### src/rtl/stream_buffer.sv
// FIFO buffer for valid/ready streams with registered fill level.
// ready_o depends only on local state and flush_i, so no ready path crosses the block.
module stream_buffer #(
    parameter int unsigned Depth       = 4,
    parameter int unsigned payload_w   = 1,
    parameter bit          FallThrough = 1'b0
) (
    input  logic                       clk_i,
    input  logic                       rst_ni,
    input  logic                       flush_i,
    input  logic [payload_w-1:0]       payload_i,
    input  logic                       valid_i,
    output logic                       ready_o,
    output logic [payload_w-1:0]       payload_o,
    output logic                       valid_o,
    input  logic                       ready_i,
    output logic [$clog2(Depth+1)-1:0] usage_o
);

    localparam int unsigned PtrW = (Depth > 1) ? $clog2(Depth) : 1;
    localparam int unsigned CntW = $clog2(Depth + 1);

    if (Depth < 1) begin : g_depth_check
        $error("stream_buffer: Depth must be at least 1");
    end

    logic [PtrW-1:0]      wr_ptr_q, wr_ptr_d;
    logic [PtrW-1:0]      rd_ptr_q, rd_ptr_d;
    logic [CntW-1:0]      count_q, count_d;
    logic [payload_w-1:0] mem_q [Depth];

    logic empty, full, push, pop, bypass, mem_we;

    // Explicit wrap compare so non-power-of-two depths work.
    function automatic logic [PtrW-1:0] ptr_next(input logic [PtrW-1:0] p);
        return (p == PtrW'(Depth - 1)) ? '0 : p + PtrW'(1);
    endfunction

    assign empty = (count_q == '0);
    assign full  = (count_q == CntW'(Depth));

    assign ready_o = !full && !flush_i;
    assign valid_o = (FallThrough ? (!empty || valid_i) : !empty) && !flush_i;
    assign payload_o = (FallThrough && empty) ? payload_i : mem_q[rd_ptr_q];
    assign usage_o   = count_q;

    assign push   = valid_i && ready_o;
    assign pop    = valid_o && ready_i;
    // Empty fall-through transfer goes straight through without touching storage.
    assign bypass = FallThrough && empty && push && pop;

    always_comb begin
        wr_ptr_d = wr_ptr_q;
        rd_ptr_d = rd_ptr_q;
        count_d  = count_q;
        mem_we   = 1'b0;
        if (flush_i) begin
            wr_ptr_d = '0;
            rd_ptr_d = '0;
            count_d  = '0;
        end else if (!bypass) begin
            if (push) begin
                mem_we   = 1'b1;
                wr_ptr_d = ptr_next(wr_ptr_q);
            end
            if (pop) begin
                rd_ptr_d = ptr_next(rd_ptr_q);
            end
            if (push && !pop) begin
                count_d = count_q + CntW'(1);
            end else if (pop && !push) begin
                count_d = count_q - CntW'(1);
            end
        end
    end

    always_ff @(posedge clk_i or negedge rst_ni) begin
        if (!rst_ni) begin
            wr_ptr_q <= '0;
            rd_ptr_q <= '0;
            count_q  <= '0;
        end else begin
            wr_ptr_q <= wr_ptr_d;
            rd_ptr_q <= rd_ptr_d;
            count_q  <= count_d;
        end
    end

    // Storage holds no reset; count gates every read of it.
    always_ff @(posedge clk_i) begin
        if (mem_we) begin
            mem_q[wr_ptr_q] <= payload_i;
        end
    end

endmodule
### config.mk
export PLATFORM = sky130hd
export DESIGN_NAME = stream_buffer
export DESIGN_NICKNAME = d
export VERILOG_FILES = /design/src/rtl/stream_buffer.sv
export SDC_FILE = /design/constraint.sdc
export NUM_CORES = 1
export LEC_CHECK = 0
export BUFFER_PORTS_ARGS = -buffer_cell sky130_fd_sc_hd__buf_2
export CORE_AREA = 2 2 76 42
export DETAILED_ROUTE_END_ITERATION = 6
export DIE_AREA = 0 0 78 44
export GPL_ROUTABILITY_DRIVEN = 0
export SETUP_SLACK_MARGIN = 0.02
export SYNTH_ARGS = -nofsm -noshare
export SYNTH_HDL_FRONTEND = slang
export SYNTH_SLANG_ARGS = --single-unit
### constraint.sdc
create_clock -name clk_i -period 5.2 [get_ports clk_i]
set_input_delay 1.04 -clock clk_i [delete_from_list [all_inputs] [get_ports clk_i]]
set_output_delay 1.04 -clock clk_i [all_outputs]
set_load 0.05 [all_outputs]
==> results.md, run 1 <==
- For this run, the number of standard cells in the final layout without fillers is 122.
- By startpoint and endpoint, the worst setup path is classified as in -> reg.
- The via density per instance is 4.42.
- Once the clock tree was built, the setup fixing pass inserted 0 buffers.
- The area of the core region is around 2800 µm².
- The register bit total from synthesis is 11.
- After detailed routing, the number of remaining DRC violations is 0.
- For the worst setup path, the data arrival time is between 3000 and 4000 ps.
- When the netlist entered floorplanning its net count stood at 84.
- Post-CTS repair changed the size of 0 cells.
- The number of maximum-capacitance violations is 0.
- The type of the most critical hold path is reg -> reg.
- The via count of the first global-routing pass is 490.
- The leading cell type in the layout, fill and taps excluded is sky130_fd_sc_hd__buf_2.
- Counting every sink on the clock net gives 11.
- The first global-routing pass estimated 2.39 mm of wire.
- The worst hold path cell count is 2.
- The worst IR drop on VDD is between 0.1 and 0.15 mV.
- In this run, post-CTS hold repair placed 0 buffers.
- The initial utilization of the core area, before any placement, comes to 27.8%.
- The longest clock path from root to sink contains 2 buffers.
- sky130_fd_sc_hd__dfrtp_1 takes more of the synthesized area than any other cell.
- The setup check on the worst reg-to-reg path leaves a slack of 2600 ps.
- After the first detailed-routing iteration, the DRC count stood at 62.
- Entering global routing, the biggest net connects 16 pins.
- Cells with a size suffix above 1 make up 24.4% of the layout.
- The pin slew with the least headroom to its limit is 425 ps.
- The run finished with clean final reports.
- The maximum single-stage delay on the critical path is 510 ps.
- After detailed placement, the design holds a cell count of approximately 120.
- The number of iterations in the first detailed-routing pass is 4.
- The area share of the largest cell type after synthesis is a little under a quarter.
- The number of cells on the worst reg-to-reg path is 7.
- The critical-path cell with the highest stage delay is sky130_fd_sc_hd__or4b_1.
- The via total after detailed routing is 539.
- Leaving out fill and tap cells, the most frequent cells in the layout are 11 x sky130_fd_sc_hd__buf_2, 8 x sky130_fd_sc_hd__nor2_1, 7 x sky130_fd_sc_hd__dfrtp_1, 6 x sky130_fd_sc_hd__inv_1.
- Global routing used a little under a tenth of the available tracks across all layers.
- The half-perimeter wire length after placement is between 1 and 1.5 mm.
- In the final timing run, aggregate negative setup slack is 0 ps.
- The number of nets with antenna violations after routing is 0.
- The cell count after synthesis came out at 73.
- The share of synthesized registers carrying an async set or reset is between 60% and 70%.
- The number of different library cells in the post-synthesis netlist is 35.
- The total count of hold-check failures in the final report is 0.
- The worst pin sits at a relative slew slack of between 70% and 80%.
- The total overflow left after global routing is 0.
- The area of the mapped netlist is around 780 µm².
- The total wire length is between 1 and 1.5 mm.
- Dividing total power by cell area gives a power density of 454 nW/µm².
- The prevailing post-synth register cell is sky130_fd_sc_hd__dfrtp_1.
- The final-report setup violation count is 0.
- STA puts the critical path data required time at around 5400 ps.
- The worst path needs roughly 2900 ps of the cycle, external delays included.
- From synthesis to final layout, the design area changed by 13.2%.
- The count of port buffers added during placement is 11.
- The number of enable-type register cells in the synthesized netlist is 4.
- The diode insertion count for antenna repair is 0.
- 12 I/O pins were placed.
- The signal on the critical path passes through buf_2, inv_1, a211oi_4, o21a_1, fa_1, or4b_1, a21oi_1, a311o_1.
- The number of buffers created by CTS is 3.
- The die is 44 µm tall.
- After synthesis, flip-flops and latches occupy a little under two fifths of the total area.
- The number of antenna violations at the first check in global routing came to 0.
- For this run, the post-layout net count is 94.
- The number of pins with negative max-slew slack in the final report was 0.
- The average routed wire per standard cell is roughly 12 µm.
- The die is 78 µm wide.
- Of the available clock period, the critical path in the final layout requires between 50% and 60%.
- Of all nets on the critical path, the largest fanout is 8.
- The nature of the critical path endpoint is a flip-flop.
- The depth of the CTS H-tree is 1.
- Between clock sinks in the finished design, the worst skew comes to about 3.7 ps.
- Sorting the synthesized cells by area gives the leading types as sky130_fd_sc_hd__dfrtp_1 23%, sky130_fd_sc_hd__edfxtp_1 15%, sky130_fd_sc_hd__ha_1 6.4%.
- Setup repair after global routing left no endpoint under its margin.
- The root buffer cell is sky130_fd_sc_hd__clkbuf_8.
- Static timing analysis puts the maximum clock frequency at 0.342 GHz.
- The number of cell rows is 14.
- The analysis attributes to cell leakage a power of ~0.37 nW.
- Yosys printed 0 warnings.
- The overall die area is 3430 µm².
- At the later pin of the worst-skew pair, clock insertion delay measures about 240 ps.
- STA classifies the critical path startpoint as a primary input.
- The clock tree from TritonCTS is built.
- After clock tree synthesis, the clock-pin slew on the worst setup and hold paths is around 50 ps.
- The average instance in the mapped netlist occupies 10.7 µm².
-- stage by stage --
stage / instance area, µm² / utilization, % / hold slack, ps / setup WS (ps) / total power, mW
finish: 881 / 31.4 / 547 / 2280 / 0.400
global placement: 836 / 29.8 / 535 / 2100 / 0.311
CTS: 881 / 31.4 / 562 / 2280 / 0.404
detailed placement: 836 / 29.8 / 547 / 2030 / 0.316
floorplan: 778 / - / 512 / 2200 / 0.286
global route: 881 / 31.4 / 589 / 2140 / 0.427
-- layer usage --
metal / vias up / global-route usage [%] / share of wire (%)
met4: 0 / 7.37 / 2.6
met1: 253 / 13.7 / 56
met2: 8 / 11.9 / 39
met3: 4 / 2.50 / 2.8
met5: - / 0 / 0
li1: 274 / - / -
-- state kept, by name, indices dropped and copies added (netlist names) --
name      count
rd_ptr_q      2
mem_q         4
usage_o       3
wr_ptr_q      2
-- cells in the mapped netlist (2+ instances only) --
| library cell | instances |
|---|---|
| sky130_fd_sc_hd__inv_1 | 6 |
| sky130_fd_sc_hd__dfrtp_1 | 7 |
| sky130_fd_sc_hd__nand2_1 | 2 |
| sky130_fd_sc_hd__and2_1 | 4 |
| sky130_fd_sc_hd__buf_6 | 2 |
| sky130_fd_sc_hd__xor2_1 | 2 |
| sky130_fd_sc_hd__nand3b_1 | 2 |
| sky130_fd_sc_hd__edfxtp_1 | 4 |
| sky130_fd_sc_hd__mux2i_1 | 2 |
| sky130_fd_sc_hd__buf_2 | 2 |
| sky130_fd_sc_hd__a21oi_1 | 4 |
| sky130_fd_sc_hd__mux2_2 | 2 |
| sky130_fd_sc_hd__buf_4 | 2 |
| sky130_fd_sc_hd__ha_1 | 4 |
| sky130_fd_sc_hd__nor2_1 | 8 |
-- cell families (layout without fill, tap and decap cells) --
group / after synthesis / count (layout) / synth area share (%)
mux: 5 / 5 / 8.36
flops: 11 / 11 / 37.9
xor+xnor: 3 / 3 / 3.38
buf+inv: 12 / 21 / 9.00
compound gates: 16 / 16 / 17.0
simple gates: 21 / 21 / 15.3
fa+ha+maj: 5 / 5 / 9.00
-- critical path: cells and delay by family --
kind / cells / cell delay [ps]
buf+inv: 2 / 270
fa+ha+maj: 1 / 440
compound gates: 4 / 840
simple gates: 1 / 510
-- worst paths after layout --
path / to / from
setup / recovery: usage_o[1] / valid_i
hold / removal: rd_ptr_q[1] / rd_ptr_q[1]
setup reg to reg: usage_o[1] / usage_o[0]
hold reg to reg: rd_ptr_q[1] / rd_ptr_q[1]
max in group asynchronous: rd_ptr_q[0] / rst_ni
min in group asynchronous: usage_o[1] / rst_ni
-- area by class of cell --
class / instances / area [µm²]
well taps: 40 / 50.0
flip-flops and latches: 11 / 295
multi-input cells: 50 / 413
clock buffers: 4 / 45.0
inverters: 6 / 22.5
repair buffers: 11 / 55.1
fillers: 293 / 1920
-- power by group --
group	switching, mW	total (mW)	internal, mW
combinational	0.111	0.176	0.0657
clock	0.0317	0.0855	0.0538
sequential	0.0311	0.138	0.107
(Power assumes the default switching activity.)
==> run 2, diff against run 1 <==
--- a/config.mk
+++ b/config.mk
@@ -5,10 +5,11 @@
 export SDC_FILE = /design/constraint.sdc
 export NUM_CORES = 1
 export LEC_CHECK = 0
+export ABC_AREA = 1
 export BUFFER_PORTS_ARGS = -buffer_cell sky130_fd_sc_hd__buf_2
-export CORE_AREA = 2 2 76 42
+export CORE_AREA = 2 2 52 54
 export DETAILED_ROUTE_END_ITERATION = 6
-export DIE_AREA = 0 0 78 44
+export DIE_AREA = 0 0 54 56
 export GPL_ROUTABILITY_DRIVEN = 0
 export SETUP_SLACK_MARGIN = 0.02
 export SYNTH_ARGS = -nofsm -noshare
==> constraint.sdc (replaced) <==
create_clock -name clk_i -period 2.41 [get_ports clk_i]
set_input_delay 0.482 -clock clk_i [delete_from_list [all_inputs] [get_ports clk_i]]
set_output_delay 0.482 -clock clk_i [all_outputs]
set_load 0.05 [all_outputs]
==> results.md, run 2 <==
- The initial utilization of the core area, before any placement, comes to around 29%.
- The share of total power dissipated in the clock network is approximately 15%.
- The combinational power share is approximately half.
- In this run the tool buffered the top-level ports with 11 buffer cells.
- The leading cell type in the layout, fill and taps excluded is sky130_fd_sc_hd__inv_1.
- In this run the worst path has a maximum fanout of 7.
- The routed design has around 1.2 mm of wire.
- After detailed routing, the number of remaining DRC violations is 0.
- In this run, CTS created clock tree buffers numbering 3.
- STA classifies the critical path startpoint as a flip-flop.
- The I/O pin count is 12.
- The number of flip-flops under the largest register name is 4.
- The clock-pin slew of the registers on the worst-case setup and hold paths is ~70 ps.
- The overall die area is between 3000 and 4000 µm².
- The number of setup buffers added after CTS is 0.
- The number of nets with antenna violations after routing is 0.
- The first-pass GRT wire length is about 2.1 mm.
- The via count of the first global-routing pass is 548.
- In this run the number of H-tree levels came out at 1.
- The area of the mapped netlist is between 600 and 700 µm².
- Global routing finished with a remaining overflow of 0.
- The tree built by TritonCTS fans out to 11 sinks.
- Max-cap violations in this run came to 0.
- The worst IR drop on VDD is 0.361 mV.
- The die is 56 µm tall.
- The startpoint-to-endpoint class of the critical path is reg -> reg.
- The number of warning messages in the yosys log is 0.
- The final cycle utilization of the critical path is 78.0%.
- STA classifies the critical path endpoint as a flip-flop.
- The commonest cells after synthesis are 16 x sky130_fd_sc_hd__inv_1, 13 x sky130_fd_sc_hd__nand2_1, 10 x sky130_fd_sc_hd__nor2_1.
- The latest clock arrival within the worst-skew pair is 260 ps.
- Global routing used a little under a tenth of the available tracks.
- For this design, the CTS-stage hold fixing added 0 buffers.
- The register with the most flip-flops is mem_q.
- In the post-synthesis netlist, the biggest area contributors are sky130_fd_sc_hd__dfrtp_1 25%, sky130_fd_sc_hd__edfxtp_1 17%, sky130_fd_sc_hd__inv_1 8.6%.
- The maximum buffer depth of the clock tree is 2.
- After detailed routing, the number of vias per cell comes to ~4.3.
- The via total after detailed routing is about 540.
- For this run, asynchronously set or reset flops after synthesis account for roughly 64%.
- The total area inside the core boundary comes to 2430 µm².
- In the post-synthesis netlist, the cell with the most instances is sky130_fd_sc_hd__inv_1.
- The biggest area contributor in the post-synthesis netlist is sky130_fd_sc_hd__dfrtp_1.
- At the pin with the least slew margin, the transition time is 252 ps.
- The total negative slack for setup checks is 0 ps.
- Clock skew on the completed layout was measured at between 5 and 6 ps.
- The number of different library cells in the post-synthesis netlist is 19.
- The net switching component of the power is 0.389 mW.
- Excluding fillers, the count of instances in the completed layout stands at between 100 and 150.
- The width of the die is about 54 µm.
- The root buffer cell is sky130_fd_sc_hd__clkbuf_4.
- The total count of hold-check failures in the final report is 0.
- Derived from the worst setup path, the maximum achievable clock frequency is 0.532 GHz.
- Setup violations remaining at the end of the flow were counted as 0.
- Relative to the synthesized area, the layout overhead comes to 17.1%.
- The number of placed instances, taps included, is roughly 120.
- The type of the most critical hold path is in -> async.
- Counting flops and latches in the post-synthesis netlist gives 11.
- Prior to clock tree synthesis, the placed netlist has a worst setup slack of roughly 430 ps.
- Setup repair after global routing left no endpoint under its margin.
- Counting flops with a built-in enable in the synthesized netlist gives 4.
- The flow ran to the end, and the final reports show no timing, DRC or antenna violations.
- Once detailed placement completed, the half-perimeter wirelength came to between 1 and 1.5 mm.
- The cell-internal power is ~0.41 mW.
- For this run, the register share of the synthesized area comes to between 40% and 50%.
- The detailed router finished its first iteration with 5 violations.
- After the last flow step, the layout net total stands at about 110.
- Data arrives at the worst endpoint at about 2000 ps.
- The worst pin sits at a relative slew slack of a little over four fifths.
- The synthesized instance count is slightly above 80.
- The number of pins with negative max-slew slack in the final report is 0.
- The number of antenna violations at the first check in global routing is 0.
- Row generation in the floorplan step produced 18 rows.
- Net switching is about half of the power.
- Leaving out fill and tap cells, the most frequent cells in the layout are 16 x sky130_fd_sc_hd__inv_1, 13 x sky130_fd_sc_hd__nand2_1, 11 x sky130_fd_sc_hd__buf_2, 10 x sky130_fd_sc_hd__nor2_1, 7 x sky130_fd_sc_hd__dfrtp_1.
- The first TritonRoute pass finished after 4 iterations.
- The count of cells resized by post-cts repair is 0.
- The total design power is approximately 0.80 mW.
- 0 antenna diodes ended up in the layout.
- In this run the static leakage power is between 0.4 and 0.5 nW.
- Entering global routing, the biggest net connects 9 pins.
- For the worst setup path, the data required time is 2560 ps.
- The sequential share of power is around a third.
- The synthesized net count is 93.
- The total power density per cell area is 988 nW/µm².
- Of the cells placed in the final design, the portion with a size suffix greater than 1 is between 20% and 30%.
- TritonCTS built the clock tree.
- The average routed wire per standard cell is about 9.4 µm.
- The minimum clock period after layout is ~1900 ps.
- The area share of the largest cell type after synthesis is approximately a quarter.
- In the synthesized netlist the dominant register cell turns out to be sky130_fd_sc_hd__dfrtp_1.
- Once routing completed, OpenROAD measured the worst setup slack at approximately 530 ps.
- At the end of the flow the core is filled with cells to between 30% and 40%.
- The mean area per synthesized cell is 8.47 µm².
==> run 2: worst paths after layout <==
path | from | to | slack, ps | cells past startpoint
max | usage_o[0] | usage_o[2] | 530 | 12
min | rst_ni | rd_ptr_q[1] | 30 | 1
max reg2reg | usage_o[0] | usage_o[2] | 530 | 12
min reg2reg | usage_o[1] | usage_o[1] | 600 | 2
max in group asynchronous | rst_ni | wr_ptr_q[1] | 2220 | 1
min in group clk_i | payload_i | mem_q[3] | 440 | 1
==> run 2: metal layers <==
layer	GRT usage, %	vias up	wire, µm
met5	0	-	0
met1	9.33	251	511
met4	2.14	0	0
met3	3.49	0	69
met2	16.4	9	607
li1	-	281	-
==> run 2: power by group through the flow <==
stage	Clock, mW	Combinational [mW]	Sequential, mW
2_1_floorplan	0	0.266	0.338
3_3_place_gp	0	0.411	0.274
3_5_place_dp	0	0.419	0.276
4_1_cts	0.128	0.419	0.272
5_1_grt	0.135	0.460	0.276
6_report	0.120	0.412	0.272
==> run 2: cell families (layout without fill, tap and decap cells) <==
group	count (synthesis)	after routing	share of synthesized area [%]
buffers and inverters	19	34	11.0
and+or+nand+nor	40	40	30.6
xor gates and xnor gates	1	1	1.26
DFF	11	11	42.5
adders and majority gates	5	5	10.1
AOI/OAI and AO/OA	6	6	4.50
==> run 2: area by class of cell <==
class | count | area, µm²
clock buffer | 4 | 26.3
multi-input combinational | 52 | 323
fill | 259 | 1620
tap | 30 | 37.5
sequential | 11 | 295
timing repair buffer | 11 | 55.1
inverter | 19 | 76.3
==> run 2: worst max-delay path, cell delays in order, from the launching register on <==
cell                      delay [ps]
sky130_fd_sc_hd__dfrtp_1         420
sky130_fd_sc_hd__nor2_2          180
sky130_fd_sc_hd__nand2_2          90
sky130_fd_sc_hd__nand3_4         120
sky130_fd_sc_hd__inv_2            60
sky130_fd_sc_hd__nand2_1          80
sky130_fd_sc_hd__inv_1            60
sky130_fd_sc_hd__fa_1            380
sky130_fd_sc_hd__xnor2_1         150
sky130_fd_sc_hd__inv_1            60
sky130_fd_sc_hd__nand2_1          40
sky130_fd_sc_hd__nand3_1          80
sky130_fd_sc_hd__nand2_1          50
==> run 2: through the flow <==
| stage | hold slack, ps | instance area, µm² |
|---|---|---|
| 2_1_floorplan | 186 | 694 |
| 3_3_place_gp | 322 | 787 |
| 3_5_place_dp | 323 | 787 |
| 4_1_cts | 28.4 | 813 |
| 5_1_grt | 39.0 | 813 |
| 6_report | 34.0 | 813 |
